**config.mk**
```make
export PLATFORM = sky130hd
export DESIGN_NAME = mem_bus_router
export DESIGN_NICKNAME = d
export VERILOG_FILES = /design/src/rtl/mem_bus_router.sv
export SDC_FILE = /design/constraint.sdc
export NUM_CORES = 1
export LEC_CHECK = 0
export BUFFER_PORTS_ARGS = -buffer_cell sky130_fd_sc_hd__buf_2
export CORE_MARGIN = 4
export CORE_UTILIZATION = 38
export CTS_CLUSTER_DIAMETER = 40
export DETAILED_ROUTE_END_ITERATION = 12
export PLACE_DENSITY = 0.76
export SLEW_MARGIN = 5
export SYNTH_ARGS = -nofsm -noshare
export SYNTH_HDL_FRONTEND = slang
export SYNTH_SLANG_ARGS = --single-unit
```
**constraint.sdc**
```tcl
create_clock -name clk -period 2.4 [get_ports clk]
set_input_delay 0.48 -clock clk [delete_from_list [all_inputs] [get_ports clk]]
set_output_delay 0.48 -clock clk [all_outputs]
set_load 0.1 [all_outputs]
```
**src/rtl/mem_bus_router.sv**
```systemverilog
// Routes one CPU load/store at a time to the RAM or VGA target, waits for that
// target's acknowledge (bounded by a timeout) and returns data or an error.
module mem_bus_router #(
  parameter int WORD_WIDTH     = 32,
  parameter int TIMEOUT_CYCLES = 255
) (
  input  logic                  clk,
  input  logic                  rst_n,
  input  logic                  cpu_req,
  input  logic                  cpu_we,
  input  logic [WORD_WIDTH-1:0] cpu_addr,
  input  logic [WORD_WIDTH-1:0] cpu_wdata,
  input  logic [WORD_WIDTH-1:0] tr_addr,
  input  logic [WORD_WIDTH-1:0] tr_state,
  output logic                  cpu_ready,
  output logic [WORD_WIDTH-1:0] cpu_rdata,
  output logic                  cpu_err,
  output logic                  ram_req,
  output logic                  ram_we,
  output logic [WORD_WIDTH-1:0] ram_addr,
  output logic [WORD_WIDTH-1:0] ram_wdata,
  input  logic                  ram_ack,
  input  logic [WORD_WIDTH-1:0] ram_rdata,
  output logic                  vga_req,
  output logic                  vga_we,
  output logic [WORD_WIDTH-1:0] vga_addr,
  output logic [WORD_WIDTH-1:0] vga_wdata,
  input  logic                  vga_ack,
  input  logic [WORD_WIDTH-1:0] vga_rdata,
  output logic [WORD_WIDTH-1:0] err_addr,
  output logic [1:0]            err_code,
  output logic [1:0]            dbg_state
);

  // Handshake: cpu_req is held until cpu_ready; cpu_ready is a one-cycle pulse
  // carrying cpu_rdata/cpu_err. A target *_req is held until that target's
  // *_ack, which carries *_rdata in the same cycle.

  typedef enum logic [1:0] {
    S_IDLE     = 2'd0,
    S_RAM_WAIT = 2'd1,
    S_VGA_WAIT = 2'd2,
    S_RESP     = 2'd3
  } state_t;

  localparam int              CW          = (TIMEOUT_CYCLES > 1) ? $clog2(TIMEOUT_CYCLES) : 1;
  localparam logic [CW-1:0]   CNT_LAST    = CW'(TIMEOUT_CYCLES - 1);
  localparam logic [WORD_WIDTH-1:0] REGION_RAM = WORD_WIDTH'(1);
  localparam logic [WORD_WIDTH-1:0] REGION_VGA = WORD_WIDTH'(2);
  localparam logic [1:0]      ERR_DECODE  = 2'd1;
  localparam logic [1:0]      ERR_TIMEOUT = 2'd2;

  state_t                  state_q, state_d;
  logic [CW-1:0]           cnt_q, cnt_d;
  logic [WORD_WIDTH-1:0]   cpu_addr_q, cpu_addr_d;
  logic                    we_q, we_d;
  logic                    ram_we_q, ram_we_d;
  logic [WORD_WIDTH-1:0]   ram_addr_q, ram_addr_d;
  logic [WORD_WIDTH-1:0]   ram_wdata_q, ram_wdata_d;
  logic                    vga_we_q, vga_we_d;
  logic [WORD_WIDTH-1:0]   vga_addr_q, vga_addr_d;
  logic [WORD_WIDTH-1:0]   vga_wdata_q, vga_wdata_d;
  logic [WORD_WIDTH-1:0]   rdata_q, rdata_d;
  logic                    err_q, err_d;
  logic [WORD_WIDTH-1:0]   err_addr_q, err_addr_d;
  logic [1:0]              err_code_q, err_code_d;
  logic                    tmo;

  assign tmo = (cnt_q == CNT_LAST);

  always_ff @(posedge clk or negedge rst_n) begin
    if (!rst_n) begin
      state_q     <= S_IDLE;
      cnt_q       <= '0;
      cpu_addr_q  <= '0;
      we_q        <= 1'b0;
      ram_we_q    <= 1'b0;
      ram_addr_q  <= '0;
      ram_wdata_q <= '0;
      vga_we_q    <= 1'b0;
      vga_addr_q  <= '0;
      vga_wdata_q <= '0;
      rdata_q     <= '0;
      err_q       <= 1'b0;
      err_addr_q  <= '0;
      err_code_q  <= '0;
    end else begin
      state_q     <= state_d;
      cnt_q       <= cnt_d;
      cpu_addr_q  <= cpu_addr_d;
      we_q        <= we_d;
      ram_we_q    <= ram_we_d;
      ram_addr_q  <= ram_addr_d;
      ram_wdata_q <= ram_wdata_d;
      vga_we_q    <= vga_we_d;
      vga_addr_q  <= vga_addr_d;
      vga_wdata_q <= vga_wdata_d;
      rdata_q     <= rdata_d;
      err_q       <= err_d;
      err_addr_q  <= err_addr_d;
      err_code_q  <= err_code_d;
    end
  end

  always_comb begin
    state_d = state_q;
    unique case (state_q)
      S_IDLE: begin
        if (cpu_req) begin
          if (tr_state == REGION_RAM)      state_d = S_RAM_WAIT;
          else if (tr_state == REGION_VGA) state_d = S_VGA_WAIT;
          else                             state_d = S_RESP;
        end
      end
      S_RAM_WAIT: if (ram_ack || tmo) state_d = S_RESP;
      S_VGA_WAIT: if (vga_ack || tmo) state_d = S_RESP;
      S_RESP:     state_d = S_IDLE;
      default:    state_d = S_IDLE;
    endcase
  end

  // Datapath next-values; an ack in the timeout cycle takes priority.
  always_comb begin
    cnt_d       = '0;
    cpu_addr_d  = cpu_addr_q;
    we_d        = we_q;
    ram_we_d    = ram_we_q;
    ram_addr_d  = ram_addr_q;
    ram_wdata_d = ram_wdata_q;
    vga_we_d    = vga_we_q;
    vga_addr_d  = vga_addr_q;
    vga_wdata_d = vga_wdata_q;
    rdata_d     = rdata_q;
    err_d       = err_q;
    err_addr_d  = err_addr_q;
    err_code_d  = err_code_q;
    unique case (state_q)
      S_IDLE: begin
        if (cpu_req) begin
          cpu_addr_d = cpu_addr;
          we_d       = cpu_we;
          if (tr_state == REGION_RAM) begin
            ram_we_d    = cpu_we;
            ram_addr_d  = tr_addr;
            ram_wdata_d = cpu_wdata;
          end else if (tr_state == REGION_VGA) begin
            vga_we_d    = cpu_we;
            vga_addr_d  = tr_addr;
            vga_wdata_d = cpu_wdata;
          end else begin
            err_d      = 1'b1;
            rdata_d    = '0;
            err_addr_d = cpu_addr;
            err_code_d = ERR_DECODE;
          end
        end
      end
      S_RAM_WAIT: begin
        cnt_d = cnt_q + CW'(1);
        if (ram_ack) begin
          err_d   = 1'b0;
          rdata_d = we_q ? '0 : ram_rdata;
        end else if (tmo) begin
          err_d      = 1'b1;
          rdata_d    = '0;
          err_addr_d = cpu_addr_q;
          err_code_d = ERR_TIMEOUT;
        end
      end
      S_VGA_WAIT: begin
        cnt_d = cnt_q + CW'(1);
        if (vga_ack) begin
          err_d   = 1'b0;
          rdata_d = we_q ? '0 : vga_rdata;
        end else if (tmo) begin
          err_d      = 1'b1;
          rdata_d    = '0;
          err_addr_d = cpu_addr_q;
          err_code_d = ERR_TIMEOUT;
        end
      end
      S_RESP: begin
        cnt_d = '0;
      end
      default: begin
        cnt_d = '0;
      end
    endcase
  end

  always_comb begin
    ram_req   = (state_q == S_RAM_WAIT);
    vga_req   = (state_q == S_VGA_WAIT);
    cpu_ready = (state_q == S_RESP);
    cpu_err   = (state_q == S_RESP) && err_q;
    cpu_rdata = rdata_q;
    ram_we    = ram_we_q;
    ram_addr  = ram_addr_q;
    ram_wdata = ram_wdata_q;
    vga_we    = vga_we_q;
    vga_addr  = vga_addr_q;
    vga_wdata = vga_wdata_q;
    err_addr  = err_addr_q;
    err_code  = err_code_q;
    dbg_state = state_q;
  end

endmodule
```
== Word-level counts from Yosys, hierarchy flattened ==
Cells that the tools add are included.
Operators by class
  add/subtract/negate cells: 1
  equal/unequal tests: 13
  mux-type cells: 37
  bitwise logic cells: 1
  reduce and logical (&&, ||, !) cells: 12
Operator list (number)
  $mux 32: 14
  $pmux 32 s3: 2
  $eq 32x1->1 const B: 1
  $eq 32x2->1 const B: 1
  $mux 2: 10
  $ne 2x2->1 const B: 5
  $add 8x1->8 const B: 1
  $eq 8x8->1 const B: 1
  $mux 8: 1
  $pmux 2 s4: 1
  $reduce_and 4->1: 2
  $mux 1: 7
  $pmux 2 s3: 1
  $reduce_and 3->1: 2
  $reduce_and 6->1: 1
  $eq 2x2->1 const B: 2
  $ne 2x1->1 const B: 2
  $pmux 1 s3: 1
  $reduce_bool 3->1: 1
  $eq 2x1->1 const B: 1
  $logic_not 2->1: 1
  $logic_or 1x1->1: 2
  $reduce_and 2->1: 1
  $reduce_or 2->1: 1
  other kinds (2): 2
Word-level totals
  register bits: 240
  bits of input ports: 198

== Longest topological paths before layout ==
  depth after elaboration: 5
  depth in mapped cells: 9
  depth with buffers taken out: 7

== Least setup slack after synthesis ==
OpenSTA, ideal clock, no wires.
  kind: register -> register
  start: reg state_q[0] (netlist: dbg_state[0])
  end: reg err_addr_q[10] (netlist: err_addr[10])
  setup time: 0.126 ns
  data arrival time: 3.176 ns
  data required time: 2.274 ns
  setup slack: -0.902 ns
  stages on the path, launching flop included: 8
  buffers on the path: 2
  clock period less this slack: 3.302 ns
  cell sequence: dfrtp_1 inv_1 ha_1 and2_1 buf_6 nor4_4 buf_6 mux2_4
Between the ends
  cells in the longest elaborated chain, start to end: 3
  elaborated cells between the ends (all ways): 11
RTL lines
  start: declaration: line 53  | state_t state_q, state_d;
  start signal: assignment: line 88  | state_q <= state_d;
  $eq 2x2->1 *
  net vga_req: line 24  | output logic vga_req,
  $ne 2x2->1 (no line) or $reduce_bool 3->1 (tied branches)
  $reduce_and 6->1 (no line)
  end signal: assignment: line 100  | err_addr_q <= err_addr_d;
  end: declaration: line 65  | logic [WORD_WIDTH-1:0] err_addr_q, err_addr_d;
Mark *: on every way through the listed nets, which the timed path passes. The rest lies on a longest branch.
A chain may end at the register's enable or synchronous reset.

== Worst setup path after layout ==
  start: reg state_q[0] (netlist: dbg_state[0])
  end: out vga_req
Between the ends
  cells in the longest elaborated chain, start to end: 1
RTL lines
  $eq 2x2->1: line 193  | vga_req = (state_q == S_VGA_WAIT);
  end: declaration: line 24
Every way passes these cells.

==> flow_summary.json <==
{
  "wl_per_cell_um": 19.6,
  "htreeDepth": 2,
  "vias": 7149,
  "final_cell_mix": "buf_2 (398), dfrtp_1 (238), mux2_2 (164)",
  "cts_buffers": 35,
  "synth_top_flop_cell": "dfrtp_1",
  "core_um2": 26000,
  "final_util_pct": 54.3,
  "hold_viol": 0,
  "worst_setup_path_start_kind": "flip-flop",
  "synth_cell_type_count": 39,
  "die_w_um": 170,
  "clock_latency_ps": 520,
  "synth_area_um2": 10000,
  "viasPerCell": 4.96,
  "p_leak_uw": 0.00763,
  "crit_arrival_ps": 1830,
  "grt_max_degree": 65,
  "final.setup.tns_ps": 0,
  "post-cts-setup-buffers": 0,
  "nFillCells": 2154,
  "critPathKind": "reg -> out",
  "antenna_found_initial": 2,
  "drive_gt1_share_pct": 64.6,
  "multiInputGateArea_um2": 3820,
  "ir_drop_uv": 1360,
  "yosys_warnings": 0,
  "end_kind": "output port",
  "grt_pass1_wl_um": 42500,
  "post-route-min-period_ps": 2310,
  "finalCritPeriodShare_pct": 96.4,
  "area_delta_synth_final_pct": 41.1,
  "ys_ff_latch": 240,
  "synth_top_area_cell": "dfrtp_1",
  "routabilityCongestion": 0.805,
  "power_density_nw_per_um2": 1460,
  "fmax_ghz": 0.432,
  "grt_setup_unrepaired": "false",
  "cap_viol_max_count": 0,
  "rows": 59,
  "critPathRequiredTime_ps": 1920,
  "syn_nets": 848,
  "cts_tree": "yes",
  "status": "complete, no violations",
  "cp_max_fo": 2,
  "cts.sinks": 240,
  "drc": 0,
  "overflow": 0,
  "io_pins": 400,
  "hp-class": "in -> reg",
  "ys_seq_area_share_pct": 60.1,
  "dp_hpwl_um": 21200,
  "numPortBuffers": 399,
  "drtAntennaViolNets": 0,
  "syn_inst": 644,
  "synth_top_area_share_pct": 60.1,
  "syn_area_per_cell_um2": 15.5,
  "cts_buffer_depth": 3,
  "synth_edf_count": 0,
  "grt_use_total_pct": 18.6,
  "drt-initial-drc-count": 357,
  "clk_pin_slew_worst_paths_ps": 60,
  "initial_utilization_pct": 38.5,
  "worst_pin_slew_ps": 648,
  "cts-root-buf": "clkbuf_16",
  "routed_wl_um": 28300,
  "die_h_um": 170,
  "design.die.area_um2": 29000,
  "synth_area_leaders": "dfrtp_1 (60%), mux2_2 (18%), a22o_1 (5.6%)",
  "nNetsFinal": 1283,
  "firstDrtPassIters": 4,
  "mostFrequentLayoutCell": "buf_2",
  "register_area_um2": 6010,
  "slew_violations": 0,
  "relSlewSlack_pct": 56.6,
  "async_reset_ff_share_pct": 100,
  "grt_pass1_vias": 7437,
  "setup_viol_count_final": 0,
  "skew_ps": 22.1
}
## what timing repair did
action / 4_1_cts / 5_1_grt
hold endpoints to repair: 58 / 0
setup endpoints to repair: 10 / 0
hold buffers: 1 / 0
resized for setup: 1 / 0
## report_power, final
group / total (uW) / switching, uW / internal, uW
clock network: 5770 / 1960 / 3810
logic: 9350 / 6300 / 3050
registers: 5400 / 482 / 4920
## cells in the mapped netlist (all sizes together) (4+ instances only)
cell and n:
nand4 4, mux2 229, and2 4, nor4 7, a22o 64, nor2 11, dfrtp 240, ha 6
buf 25, inv 6, xor2 5, clkbuf 14
## layer usage
layer	part of all wire [%]	GRT usage, %	wire, um
met5	0.071	0	20
met4	3.0	5.87	842
met3	8.7	5.32	2450
met2	47	30.0	13400
met1	41	24.3	11600
## path summary, 6_finish.rpt
| kind | end | depth (start not counted) | slack (ps) | startpoint |
|---|---|---|---|---|
| max in group asynchronous | cpu_rdata[0]$_DFFE_PN0P_ | 3 | 1200 | rst_n |
| min in group asynchronous | vga_addr[5]$_DFFE_PN0P_ | 2 | 550 | rst_n |
| setup / recovery | vga_req | 5 | 90 | dbg_state[0]$_DFFE_PN0P_ |
| setup reg to reg | err_addr[8]$_DFFE_PN0P_ | 9 | 170 | dbg_state[0]$_DFFE_PN0P_ |
| hold / removal | ram_addr[24]$_DFFE_PN0P_ | 2 | 200 | tr_addr[24] |
| hold reg to reg | ram_addr[23]$_DFFE_PN0P_ | 1 | 480 | ram_addr[23]$_DFFE_PN0P_ |
## cell type report
cell class / instances / area share, %
antenna: 1 / 0.0177
clock buffer: 41 / 6.58
clock inverter: 23 / 2.99
inverter: 6 / 0.213
multi-input combinational: 359 / 27.1
sequential: 240 / 42.6
tap: 335 / 2.97
timing repair buffer: 437 / 17.5
## state kept, by name, summed over array words and instances, names as in the netlist
name        flops
err_code        2
vga_we          1
cpu_rdata      32
cnt_q           8
cpu_addr_q     32
we_q            1
ram_addr       32
vga_wdata      32
ram_wdata      32
dbg_state       2
err_addr       32
vga_addr       32
ram_we          1
err_q           1
## metrics by stage
step	hold slack [ps]	instance area [um2]	cells	power, uW	setup WS, ps
3_3_place_gp	462	12700	1376	14700	-263
2_1_floorplan	184	10100	644	12900	-33.6
3_5_place_dp	470	12700	1376	14800	-251
6_report	198	14100	1442	20500	85.9
4_1_cts	173	14100	1441	20700	43.3
5_1_grt	186	14100	1442	21400	11.6
## critical path, cell delays in order (launching register included)
cell,delay [ps]
dfrtp_4,490
inv_4,70
buf_4,120
ha_4,120
buf_4,100
buf_2,430
## cell families after synthesis
| logic type | Yosys count | synth area share [%] |
|---|---|---|
| xor gates and xnor gates | 6 | 0.526 |
| muxes | 229 | 26.9 |
| DFF | 240 | 60.1 |
| and+or+nand+nor | 42 | 2.74 |
| AOI/OAI and AO/OA | 76 | 6.48 |
| adders and majority gates | 6 | 0.751 |
| buffers and inverters | 45 | 2.50 |
Power figures use the tool's default switching activity.
